--- config.mk ---
export PLATFORM = sky130hd
export DESIGN_NAME = ram_dp_sync_flat
export DESIGN_NICKNAME = d
export VERILOG_FILES = /design/src/rtl/ram_dp_sync_if.sv /design/src/rtl/ram_dp_sync.sv /design/src/flat_wrapper.sv
export SDC_FILE = /design/constraint.sdc
export NUM_CORES = 1
export LEC_CHECK = 0
export CORE_ASPECT_RATIO = 1.4
export CORE_MARGIN = 8
export CORE_UTILIZATION = 54
export CTS_CLUSTER_DIAMETER = 40
export CTS_CLUSTER_SIZE = 20
export DETAILED_ROUTE_END_ITERATION = 12
export PLACE_DENSITY = 0.76
export SLEW_MARGIN = 5
export SYNTH_ARGS = -nofsm -noshare
export SYNTH_HDL_FRONTEND = slang
export SYNTH_SLANG_ARGS = --single-unit
export TNS_END_PERCENT = 50
--- constraint.sdc ---
create_clock -name clk -period 1.98 [get_ports clk]
set_input_delay 0.297 -clock clk [delete_from_list [all_inputs] [get_ports clk]]
set_output_delay 0.297 -clock clk [all_outputs]
set_load 0.005 [all_outputs]
--- src/rtl/ram_dp_sync_if.sv ---
// Bus bundle for the simple dual-port RAM: write port, read port,
// clear request and the status outputs. The master drives requests,
// the slave (the RAM) returns read data, read-valid and busy.
interface ram_dp_sync_if #(
    parameter int DATA_WIDTH = 8,
    parameter int ADDR_WIDTH = 4
);
    logic                  clr_req;
    logic                  wr_en;
    logic [ADDR_WIDTH-1:0] wr_addr;
    logic [DATA_WIDTH-1:0] wr_data;
    logic                  rd_en;
    logic [ADDR_WIDTH-1:0] rd_addr;
    logic [DATA_WIDTH-1:0] rd_data;
    logic                  rd_valid;
    logic                  busy;

    modport master (
        output clr_req, wr_en, wr_addr, wr_data, rd_en, rd_addr,
        input  rd_data, rd_valid, busy
    );

    modport slave (
        input  clr_req, wr_en, wr_addr, wr_data, rd_en, rd_addr,
        output rd_data, rd_valid, busy
    );
endinterface

--- src/rtl/ram_dp_sync.sv ---
// Simple dual-port synchronous RAM with a registered, write-first read
// port and a self-timed clear sweep. Reset puts the controller into the
// sweep so the array is zeroed DEPTH cycles after reset release; while
// the sweep runs, user reads and writes are silently dropped.
module ram_dp_sync #(
    parameter int DATA_WIDTH = 8,
    parameter int ADDR_WIDTH = 4
) (
    input  logic        clk,
    input  logic        rst_n,
    ram_dp_sync_if.slave bus
);
    localparam int DEPTH = 1 << ADDR_WIDTH;
    localparam logic [ADDR_WIDTH-1:0] LAST_ADDR = ADDR_WIDTH'(DEPTH - 1);

    typedef enum logic [0:0] {
        IDLE  = 1'b0,
        CLEAR = 1'b1
    } state_t;

    // Storage array; deliberately not reset so it maps onto block RAM.
    logic [DATA_WIDTH-1:0] mem [DEPTH];

    state_t                state_q,    state_d;
    logic [ADDR_WIDTH-1:0] clr_addr_q, clr_addr_d;
    logic [DATA_WIDTH-1:0] rd_data_q,  rd_data_d;
    logic                  rd_valid_q, rd_valid_d;

    // Single memory write port, shared by user writes and the sweep.
    logic                  mem_we;
    logic [ADDR_WIDTH-1:0] mem_waddr;
    logic [DATA_WIDTH-1:0] mem_wdata;

    // Next-state, read-path and write-port selection.
    always_comb begin
        state_d    = state_q;
        clr_addr_d = clr_addr_q;
        rd_data_d  = rd_data_q;
        rd_valid_d = 1'b0;
        mem_we     = 1'b0;
        mem_waddr  = bus.wr_addr;
        mem_wdata  = bus.wr_data;

        case (state_q)
            IDLE: begin
                if (bus.wr_en) begin
                    mem_we = 1'b1;
                end
                if (bus.rd_en) begin
                    rd_valid_d = 1'b1;
                    // Same-address collision returns the word being written.
                    if (bus.wr_en && (bus.wr_addr == bus.rd_addr)) begin
                        rd_data_d = bus.wr_data;
                    end else begin
                        rd_data_d = mem[bus.rd_addr];
                    end
                end
                // A concurrent access still completes; sweep starts next edge.
                if (bus.clr_req) begin
                    state_d    = CLEAR;
                    clr_addr_d = '0;
                end
            end
            CLEAR: begin
                // clr_req, wr_en and rd_en are all ignored here.
                mem_we     = 1'b1;
                mem_waddr  = clr_addr_q;
                mem_wdata  = '0;
                clr_addr_d = clr_addr_q + ADDR_WIDTH'(1);
                if (clr_addr_q == LAST_ADDR) begin
                    state_d = IDLE;
                end
            end
            default: begin
                state_d    = CLEAR;
                clr_addr_d = '0;
            end
        endcase
    end

    // Control and read-output registers; reset forces a fresh sweep.
    always_ff @(posedge clk or negedge rst_n) begin
        if (!rst_n) begin
            state_q    <= CLEAR;
            clr_addr_q <= '0;
            rd_data_q  <= '0;
            rd_valid_q <= 1'b0;
        end else begin
            state_q    <= state_d;
            clr_addr_q <= clr_addr_d;
            rd_data_q  <= rd_data_d;
            rd_valid_q <= rd_valid_d;
        end
    end

    // Memory array write port.
    always_ff @(posedge clk) begin
        if (mem_we) begin
            mem[mem_waddr] <= mem_wdata;
        end
    end

    assign bus.rd_data  = rd_data_q;
    assign bus.rd_valid = rd_valid_q;
    assign bus.busy     = (state_q == CLEAR);

endmodule

--- src/flat_wrapper.sv ---
// flat-port wrapper written by rule: the top's interface ports become plain ports
module ram_dp_sync_flat 
#(
    parameter int DATA_WIDTH = 8,
    parameter int ADDR_WIDTH = 4
)
  (clk, rst_n, bus_clr_req, bus_wr_en, bus_wr_addr, bus_wr_data, bus_rd_en, bus_rd_addr, bus_rd_data, bus_rd_valid, bus_busy);
  ram_dp_sync_if #(.DATA_WIDTH(DATA_WIDTH), .ADDR_WIDTH(ADDR_WIDTH)) bus_i ();
  input  logic clk;
  input  logic rst_n;
  input wire logic [$bits(bus_i.clr_req)-1:0] bus_clr_req;
  input wire logic [$bits(bus_i.wr_en)-1:0] bus_wr_en;
  input wire logic [$bits(bus_i.wr_addr)-1:0] bus_wr_addr;
  input wire logic [$bits(bus_i.wr_data)-1:0] bus_wr_data;
  input wire logic [$bits(bus_i.rd_en)-1:0] bus_rd_en;
  input wire logic [$bits(bus_i.rd_addr)-1:0] bus_rd_addr;
  output wire logic [$bits(bus_i.rd_data)-1:0] bus_rd_data;
  output wire logic [$bits(bus_i.rd_valid)-1:0] bus_rd_valid;
  output wire logic [$bits(bus_i.busy)-1:0] bus_busy;
  assign bus_i.clr_req = bus_clr_req;
  assign bus_i.wr_en = bus_wr_en;
  assign bus_i.wr_addr = bus_wr_addr;
  assign bus_i.wr_data = bus_wr_data;
  assign bus_i.rd_en = bus_rd_en;
  assign bus_i.rd_addr = bus_rd_addr;
  assign bus_rd_data = bus_i.rd_data;
  assign bus_rd_valid = bus_i.rd_valid;
  assign bus_busy = bus_i.busy;
  ram_dp_sync #(.DATA_WIDTH(DATA_WIDTH), .ADDR_WIDTH(ADDR_WIDTH)) u_core (.clk(clk), .rst_n(rst_n), .bus(bus_i));
endmodule
==> summary.md, run 1 <==
| Metric | Value |
|---|---|
| Post-synthesis cell count | 301 |
| Worst clock skew | 0.00745 ns |
| # setup viols final | 8 |
| Die height | 140 um |
| Leakage | 2.60 nW |
| Root Driver | clkbuf_16 |
| Placed insts | 501 |
| Largest net degree at the start of global routing | 26 |
| Max-Cap Viols | 0 |
| Number of fill cells | 670 |
| Synth warn | 0 |
| Nets | 403 |
| Syn_nets | 323 |
| Post-synth EDFFs | 128 |
| Finished Layout Cells | 535 |
| Design area | 7250 sq um |
| First-pass DRT Iterations | 4 |
| Final Slew Violations | 0 |
| Area growth syn-to-layout | 22.8% |
| Crit start category | flip-flop |
| RSZ-0062 raised after global routing | true |
| Commonest non-fill, non-tap cells in the layout | edfxtp_1 (128), buf_4 (44), clkdlybuf4s50_1 (28) |
| PwrDens | 1360 nW/um^2 |
| Dpl hpwl | 8340 um |
| Die X | 104 um |
| Failing checks | setup timing |
| Std cell rows | 45 |
| Cell area after synthesis | 5900 sq um |
| Die area | 14,600 sq um |
| N_diodes | 0 |
| Status | finished, violations left |
| PortBufs | 30 |
| Final Power | 9.86 mW |
| DR iter-0 viols | 219 |
| Final WS setup | -0.0551 ns |
| Crit path max fanout | 8 |
| WHS | 0.287 ns |
| Final worst-path cycle share | 1.03 |
| Starting Density | 0.549 |
| Vias in the first global route | 3,357 |
| Actual slew at the worst max-slew pin | 1.24 ns |
| WL/cell | 24.0 um |
| H-tree depth | 4 |
| Final WL | 12,800 um |
| Sequential share of the synthesized area | 0.711 |
| Leading register cell type out of synthesis | edfxtp_1 |
| Commonest non-fill, non-tap cell in the layout | edfxtp_1 |
| Tmin final | 2.04 ns |
| Final Hold Fails | 0 |
| Skew-Pair Late Insertion Delay | 0.41 ns |
| Layout cells sized above 1 | 0.277 |
| Ys async rst share | 0.0986 |
| Multi-input logic area | 1550 sq um |
| Max frequency | 0.491 GHz |
| Crit-path slowest cell | dfstp_2 |
| Initial antenna violation count | 0 |
| Ports | 31 |
| Crit path arrival time | 2.32 ns |
| Clock buffer depth | 2 |
| Via density | 6.04 |
| CP Capture Type | flip-flop |
| Via count | 3,230 |
| Reg clk slew, reported paths | 0.06 ns |
| Number of buffers created by CTS | 17 |
| Remaining DRCs | 0 |
| Floorplan Core Area | 10,800 sq um |
| Max IR drop VDD | 686 uV |
| Relative slew margins | 0.171 |
| Fin util | 0.674 |
| CP required | 2.26 ns |
| Slowest Stage Delay on Critical Path | 0.63 ns |
| Area post-placement | 6590 sq um |
| CTS sink count | 142 |
| First-pass GRT wire length | 19,700 um |
| Mean Syn Cell Area | 19.6 sq um |
| Final ANT Viol Nets | 0 |
| RD Place Congestion | 0.845 |
| Post-synthesis register bit count | 142 |
| CTS hold repair buffers | 0 |
| Gr usage total | 0.183 |
| Post-synthesis cell type count | 41 |
| CP Cell Sequence | mux2i_1 > xor2_1 > a41oi_2 > a21boi_1 > a221o_1 |
| Grt ovf | 0 |
| CTS tree | done |
| Hold crit path type | in -> async |
| CP Class | reg -> reg |
| Register area | 4200 sq um |
-- worst max-delay path: cells and delay by family, from the launching register on --
family          cells  cell delay, ns
compound gates      3            0.76
xor+xnor            1            0.24
mux                 1            0.29
flops               1            0.63
-- synth_stat cells (2+ instances only) --
| cell | n | area [sq um] |
|---|---|---|
| edfxtp_1 | 128 | 3840 |
| nor2_1 | 20 | 75.1 |
| mux4_1 | 19 | 499 |
| a22oi_1 | 16 | 120 |
| dfrtp_1 | 13 | 325 |
| mux4_2 | 13 | 293 |
| nor2b_1 | 11 | 68.8 |
| a21boi_1 | 8 | 60.1 |
| a221o_1 | 8 | 80.1 |
| nand2_1 | 5 | 18.8 |
| buf_6 | 4 | 45.0 |
| inv_1 | 4 | 15.0 |
| xor2_1 | 4 | 35.0 |
| clkbuf_1 | 3 | 11.3 |
| clkbuf_8 | 3 | 41.3 |
| clkdlybuf4s25_2 | 3 | 30.0 |
| mux2i_1 | 3 | 30.0 |
| nand2b_1 | 3 | 18.8 |
| o32a_1 | 3 | 30.0 |
| xnor2_1 | 3 | 26.3 |
| a31oi_1 | 2 | 12.5 |
| a32oi_1 | 2 | 17.5 |
| a41oi_1 | 2 | 17.5 |
| buf_2 | 2 | 10.0 |
| o21ai_0 | 2 | 10.0 |
| o31ai_1 | 2 | 15.0 |
-- final timing paths --
check                                 startpoint                     to  slack, ns  cells after the start
max                              u_core.bus.busy  u_core.bus.rd_data[6]      -0.06                      5
min                                        rst_n   u_core.clr_addr_q[0]       0.29                      1
max reg2reg                      u_core.bus.busy  u_core.bus.rd_data[6]      -0.06                      5
min reg2reg                u_core.bus.rd_data[2]  u_core.bus.rd_data[2]       0.51                      1
max in group asynchronous                  rst_n  u_core.bus.rd_data[6]       1.27                      1
min in group clk           u_core.bus.rd_data[2]  u_core.bus.rd_data[2]       0.51                      1
-- flip-flops by register name, summed over array words and instances, names as in the netlist --
register	count
u_core.clr_addr_q	4
u_core.bus.rd_valid	1
u_core.bus.busy	1
u_core.mem	128
u_core.bus.rd_data	8
-- area by class of cell --
type | count | area share
flip-flops and latches | 142 | 0.579
multi-input cells | 137 | 0.214
repair buffers | 79 | 0.0987
clock buffers | 17 | 0.0587
well taps | 141 | 0.0243
clock inverters | 15 | 0.0238
inverters | 4 | 0.00207
-- per-layer routing --
layer	global-route usage	vias up	part of all wire
met5	0	-	0
met4	0.129	0	0.052
met3	0.0448	32	0.058
met2	0.297	140	0.50
met1	0.210	1640	0.39
li1	-	1418	-
-- through the flow --
stage	setup TNS, ns	setup slack (ns)
global placement	-3.18	-0.259
floorplan	-1.51	-0.0545
finish	-0.225	-0.0551
global route	-8.14	-0.127
detailed placement	-13.85	-0.376
CTS	-0.228	-0.0380
-- kinds of logic after synthesis --
kind of cell    count (synthesis)  share of synthesized area
compound gates                 47                     0.0640
xor+xnor                        7                     0.0104
fa+ha+maj                       1                    0.00212
buf+inv                        22                     0.0324
flops                         142                      0.711
mux                            35                      0.139
simple gates                   47                     0.0413
-- repair_timing --
action	4_1_cts	5_1_grt
cloned	0	0
endpoints found under the setup margin	24	179
gates resized for setup	7	4
buffers inserted	2	0
-- where the power goes --
group	internal [mW]	total [mW]	switching (mW)
logic	1.03	2.32	1.29
registers	4.14	4.37	0.229
clock network	1.90	3.17	1.27
total	7.07	9.86	2.79
Note: power is estimated with default switching activity, not from simulation.
==> inputs of run 2 (changes only) <==
--- a/config.mk
+++ b/config.mk
@@ -12,6 +12,7 @@
 export CTS_CLUSTER_SIZE = 20
 export DETAILED_ROUTE_END_ITERATION = 12
 export PLACE_DENSITY = 0.76
+export REMOVE_ABC_BUFFERS = 1
 export SLEW_MARGIN = 5
 export SYNTH_ARGS = -nofsm -noshare
 export SYNTH_HDL_FRONTEND = slang
==> summary.md, run 2 (same netlist as run 1, synthesis figures left out) <==
| Metric | Value |
|---|---|
| Final Slew Violations | 0 (unchanged) |
| Vias in the first global route | 3,400 (+1.3%) |
| Final worst-path cycle share | 1.03 (about the same) |
| Layout cells sized above 1 | 0.272 (-0.00416) |
| Via count | 3,342 (+3.5%) |
| CTS hold repair buffers | 0 (unchanged) |
| Final Power | 9.73 mW (-1.4%) |
| Final WL | 13,500 um (+5.1%) |
| PwrDens | 1350 nW/um^2 (-0.71%) |
| Max-Cap Viols | 0 (unchanged) |
| Status | finished, violations left |
| Commonest non-fill, non-tap cells in the layout | edfxtp_1 (128), buf_4 (40), clkdlybuf4s50_1 (29) |
| Crit path max fanout | 8 (unchanged) |
| Relative slew margins | 0.200 (+0.0291) |
| Number of buffers created by CTS | 17 (unchanged) |
| Initial antenna violation count | 0 (unchanged) |
| RD Place Congestion | 0.844 (-0.17%) |
| Via density | 6.31 (+4.4%) |
| First-pass DRT Iterations | 5 (+1) |
| Max IR drop VDD | 639 uV (-6.8%) |
| Max reg flops | 128 (unchanged) |
| Failing checks | setup timing |
| Reg2Reg Depth | 6 (+1) |
| Hold crit path type | in -> async |
| CTS sink count | 142 (unchanged) |
| Starting Density | 0.549 (unchanged) |
| PortBufs | 30 (unchanged) |
| First-pass GRT wire length | 20,600 um (+4.3%) |
| N_diodes | 0 (unchanged) |
| Design area | 7200 sq um (-0.66%) |
| Max frequency | 0.492 GHz (about the same) |
| WL/cell | 25.5 um (+6.1%) |
| CP Capture Type | flip-flop |
| Most flop-heavy register | u_core.mem |
| DR iter-0 viols | 249 (+14%) |
| Worst clock skew | 0.00756 ns (+0.000107 ns) |
| RSZ-0062 raised after global routing | true |
| # setup viols final | 8 (unchanged) |
| Std cell rows | 45 (unchanged) |
| Reg clk slew, reported paths | 0.06 ns (about the same) |
| Gr usage total | 0.191 (+0.00764) |
| Ports | 31 (unchanged) |
| Actual slew at the worst max-slew pin | 1.20 ns (-0.0436 ns) |
| R2R Path Start | u_core.bus.busy |
| RR Endpoint | u_core.bus.rd_data[6] |
| Nets | 398 (-1.2%) |
| Die area | 14,600 sq um (unchanged) |
| Final WS setup | -0.0544 ns (+0.000653 ns) |
| Setup bufs post-CTS | 0 (-2) |
| Commonest non-fill, non-tap cell in the layout | edfxtp_1 |
| Die X | 104 um (unchanged) |
| Final Hold Fails | 0 (unchanged) |
| CTS tree | done |
| Clock buffer depth | 2 (unchanged) |
| CP required | 2.26 ns (about the same) |
| Skew-Pair Late Insertion Delay | 0.41 ns (about the same) |
| Area post-placement | 6580 sq um (-0.15%) |
| CP Class | reg -> reg |
| Area growth syn-to-layout | 22.0% |
| Largest net degree at the start of global routing | 26 (unchanged) |
| Grt ovf | 0 (unchanged) |
| Remaining DRCs | 0 (unchanged) |
| WHS | 0.296 ns (+0.00873 ns) |
| Final ANT Viol Nets | 0 (unchanged) |
| Crit start category | flip-flop |
| Floorplan Core Area | 10,800 sq um (unchanged) |
| R2r setup slk | -0.05 ns (about the same) |
| H-tree depth | 4 (unchanged) |
| Die height | 140 um (unchanged) |
| Leakage | 2.55 nW (-1.7%) |
| Tmin final | 2.03 ns (-0.000653 ns) |
| Crit path arrival time | 2.31 ns (about the same) |
| Root Driver | clkbuf_16 |
| Dpl hpwl | 8320 um (-0.34%) |
## run 2: changes by cell type in the layout (fill, tap and decap cells not counted), sizes merged
cell,delta
buf,-5
clkbuf,+4
clkdlybuf4s50,+1
clkinv,+2
clkinvlp,+2
dlygate4sd2,-1
inv,-8
## run 2: timing repair
action	CTS	global route
pin swaps	1	0
endpoints found under the setup margin	24	36
resized for setup	5	8
gates cloned	0	0
## run 2: layer usage
metal  up-vias  wire length [um]  track usage
met2       172              6820        0.309
met1      1728              5190        0.230
met5         -                 0            0
met3        40               869       0.0494
met4         0               621        0.103
li1       1402                 -            -
## run 2: worst max-delay path by stage
stage	slack, ns	endpoint	startpoint	depth (start not counted)
after floorplan	-0.06	u_core.bus.rd_data[2]	u_core.bus.busy	5
after global placement	-0.20	u_core.bus.rd_data[7]	bus_rd_addr[2]	7
after detailed placement	-0.27	u_core.bus.rd_data[6]	bus_rd_addr[2]	7
after CTS	-0.05	u_core.bus.rd_data[6]	u_core.bus.busy	6
after global routing	-0.14	u_core.bus.rd_data[4]	u_core.bus.busy	6
final	-0.05	u_core.bus.rd_data[6]	u_core.bus.busy	6
## run 2: report_power, final
group | internal [mW] | switching [mW]
sequential | 4.15 | 0.267
combinational | 0.991 | 1.27
clock | 1.91 | 1.13
## run 2: critical path: stages, from the launching register on
cell	delay, ns
dfstp_2	0.63
mux2i_2	0.28
xor2_1	0.21
a41oi_1	0.14
buf_4	0.19
a21boi_1	0.14
a221o_1	0.31
## run 2: per-stage QoR
stage / TNS, ns / std cells / setup slack, ns / utilization
floorplan: -0.506 / 283 / -0.0633 / -
global placement: -9.72 / 498 / -0.202 / 0.612
detailed placement: -16.27 / 498 / -0.268 / 0.612
CTS: -0.0826 / 530 / -0.0531 / 0.667
global route: -0.876 / 530 / -0.135 / 0.670
finish: -0.203 / 530 / -0.0544 / 0.670
## run 2: layout make-up
cell class                 count  area, sq um
sequential                   142         4200
fill                         647         3550
multi-input combinational    137         1560
timing repair buffer          74          676
clock buffer                  21          460
tap                          141          176
clock inverter                11          119
inverter                       4         15.0
==> inputs of run 3 (changes only) <==
--- a/config.mk
+++ b/config.mk
@@ -11,6 +11,7 @@
 export CTS_CLUSTER_DIAMETER = 40
 export CTS_CLUSTER_SIZE = 20
 export DETAILED_ROUTE_END_ITERATION = 12
+export MAX_ROUTING_LAYER = met4
 export PLACE_DENSITY = 0.76
 export REMOVE_ABC_BUFFERS = 1
 export SLEW_MARGIN = 5
==> summary.md, run 3 (same netlist as run 1, synthesis figures left out) <==
| Metric | Value |
|---|---|
| RD Place Congestion | 0.857 (+1.6%) |
| Dpl hpwl | 8320 um (unchanged) |
| Placed insts | 498 (unchanged) |
| Max-Cap Viols | 0 (unchanged) |
| Final worst-path cycle share | 1.03 (about the same) |
| Grt ovf | 0 (unchanged) |
| Crit path arrival time | 2.31 ns (about the same) |
| CP Class | reg -> reg |
| Largest net degree at the start of global routing | 26 (unchanged) |
| First-pass GRT wire length | 20,500 um (-0.14%) |
| Std cell rows | 45 (unchanged) |
| Gr usage total | 0.196 (+0.00513) |
| Max frequency | 0.492 GHz (about the same) |
| # setup viols final | 8 (unchanged) |
| Commonest non-fill, non-tap cell in the layout | edfxtp_1 |
| Remaining DRCs | 0 (unchanged) |
| Via density | 6.18 (-2.0%) |
| Ports | 31 (unchanged) |
| CTS tree | done |
| Commonest non-fill, non-tap cells in the layout | edfxtp_1 (128), buf_4 (40), clkdlybuf4s50_1 (29) |
| Max reg flops | 128 (unchanged) |
| WL/cell | 25.1 um (-1.3%) |
| Net Sw Power | 2.66 mW (-0.63%) |
| DP Worst Slack | -0.268 ns (unchanged) |
| Max IR drop VDD | 637 uV (-0.32%) |
| Die height | 140 um (unchanged) |
| R2r setup slk | -0.05 ns (about the same) |
| Comb power frac | 0.232 (about the same) |
| Status | finished, violations left |
| CTS sink count | 142 (unchanged) |
| RSZ-0062 raised after global routing | true |
| Finished Layout Cells | 530 (unchanged) |
| Final ANT Viol Nets | 0 (unchanged) |
| Net Sw Frac | 0.274 (-0.00126) |
| Number of buffers created by CTS | 17 (unchanged) |
| Skew-Pair Late Insertion Delay | 0.41 ns (about the same) |
| Layout cells sized above 1 | 0.272 (unchanged) |
| Root Driver | clkbuf_16 |
| Initial antenna violation count | 0 (unchanged) |
| PwrDens | 1350 nW/um^2 (-0.17%) |
| Area growth syn-to-layout | 22.0% (unchanged) |
| Die X | 104 um (unchanged) |
| Internal power | 7.05 mW (about the same) |
| Reg clk slew, reported paths | 0.06 ns (about the same) |
| Leakage | 2.55 nW (unchanged) |
| Relative slew margins | 0.235 (+0.0344) |
| Clock buffer depth | 2 (unchanged) |
| N_diodes | 0 (unchanged) |
| H-tree depth | 4 (unchanged) |
| Nets | 398 (unchanged) |
| RR Endpoint | u_core.bus.rd_data[6] |
| CP Capture Type | flip-flop |
| Worst clock skew | 0.00651 ns (-0.00105 ns) |
| R2R Path Start | u_core.bus.busy |
| Tmin final | 2.03 ns (-0.000858 ns) |
| Final Slew Violations | 0 (unchanged) |
| Crit path max fanout | 8 (unchanged) |
| Final WS setup | -0.0536 ns (+0.000858 ns) |
| Actual slew at the worst max-slew pin | 1.15 ns (-0.0516 ns) |
| Vias in the first global route | 3,391 (-0.26%) |
| Fin util | 0.670 (unchanged) |
| Most flop-heavy register | u_core.mem |
| First-pass DRT Iterations | 4 (-1) |
| Starting Density | 0.549 (unchanged) |
| CP required | 2.25 ns (about the same) |
| Clock Power Share | 0.313 (about the same) |
| Failing checks | setup timing |
| Final Hold Fails | 0 (unchanged) |
| DR iter-0 viols | 242 (-2.8%) |
| Reg2Reg Depth | 6 (unchanged) |
| Flop pwr share | 0.455 (about the same) |
| Post-route setup TNS | -0.173 ns (+0.0301 ns) |
| Die area | 14,600 sq um (unchanged) |
| Hold crit path type | in -> async |
| Floorplan Core Area | 10,800 sq um (unchanged) |
| PortBufs | 30 (unchanged) |
| Crit start category | flip-flop |
| Via count | 3,276 (-2.0%) |
| Final WL | 13,300 um (-1.3%) |
-- run 3: cell counts in the layout (fill, tap and decap cells not counted) --
No cell type changed its count.
-- run 3: final cells by class --
class / instances / area (sq um)
Clock buffer: 21 / 460
Clock inverter: 11 / 119
Fill cell: 647 / 3550
Inverter: 4 / 15.0
Multi-Input combinational cell: 137 / 1560
Sequential cell: 142 / 4200
Tap cell: 141 / 176
Timing Repair Buffer: 74 / 676
-- run 3: metal layers --
| layer | wire length [um] | GRT usage |
|---|---|---|
| met3 | 718 | 0.0481 |
| met2 | 6650 | 0.310 |
| met5 | 0 | - |
| met1 | 5260 | 0.229 |
| met4 | 699 | 0.101 |
-- run 3: worst max-delay path, stage by stage, from the launching register on --
cell	delay, ns
dfstp_2	0.63
mux2i_2	0.28
xor2_1	0.21
a41oi_1	0.14
buf_4	0.18
a21boi_1	0.14
a221o_1	0.31
-- run 3: what timing repair did --
action / 4_1_cts / 5_1_grt
buffers inserted: 0 / 0
hold buffers: 0 / 0
endpoints found under the setup margin: 24 / 36
pin swaps: 1 / 0
resized for setup: 5 / 8
-- run 3: how the worst max path moves through the flow --
stage,cells after the start,start,to
floorplan,5,u_core.bus.busy,u_core.bus.rd_data[2]
global placement,7,bus_rd_addr[2],u_core.bus.rd_data[7]
detailed placement,7,bus_rd_addr[2],u_core.bus.rd_data[6]
CTS,6,u_core.bus.busy,u_core.bus.rd_data[6]
global route,6,u_core.bus.busy,u_core.bus.rd_data[4]
finish,6,u_core.bus.busy,u_core.bus.rd_data[6]
-- run 3: power by group through the flow --
stage          clock network (mW)  logic, mW  registers [mW]
6_report                     3.04       2.25            4.42
3_3_place_gp                    0       2.11            4.39
2_1_floorplan                   0       1.08            4.42
3_5_place_dp                    0       2.17            4.44
5_1_grt                      3.20       2.43            4.47
4_1_cts                      3.07       2.23            4.42
-- run 3: metrics by stage --
step | cell area [sq um] | hold slack (ns) | power, mW
2_1_floorplan | 5730 | 0.00141 | 5.50
6_report | 7200 | 0.290 | 9.71
3_3_place_gp | 6580 | 0.499 | 6.50
4_1_cts | 7170 | 0.303 | 9.71
5_1_grt | 7200 | 0.336 | 10.1
3_5_place_dp | 6580 | 0.503 | 6.61
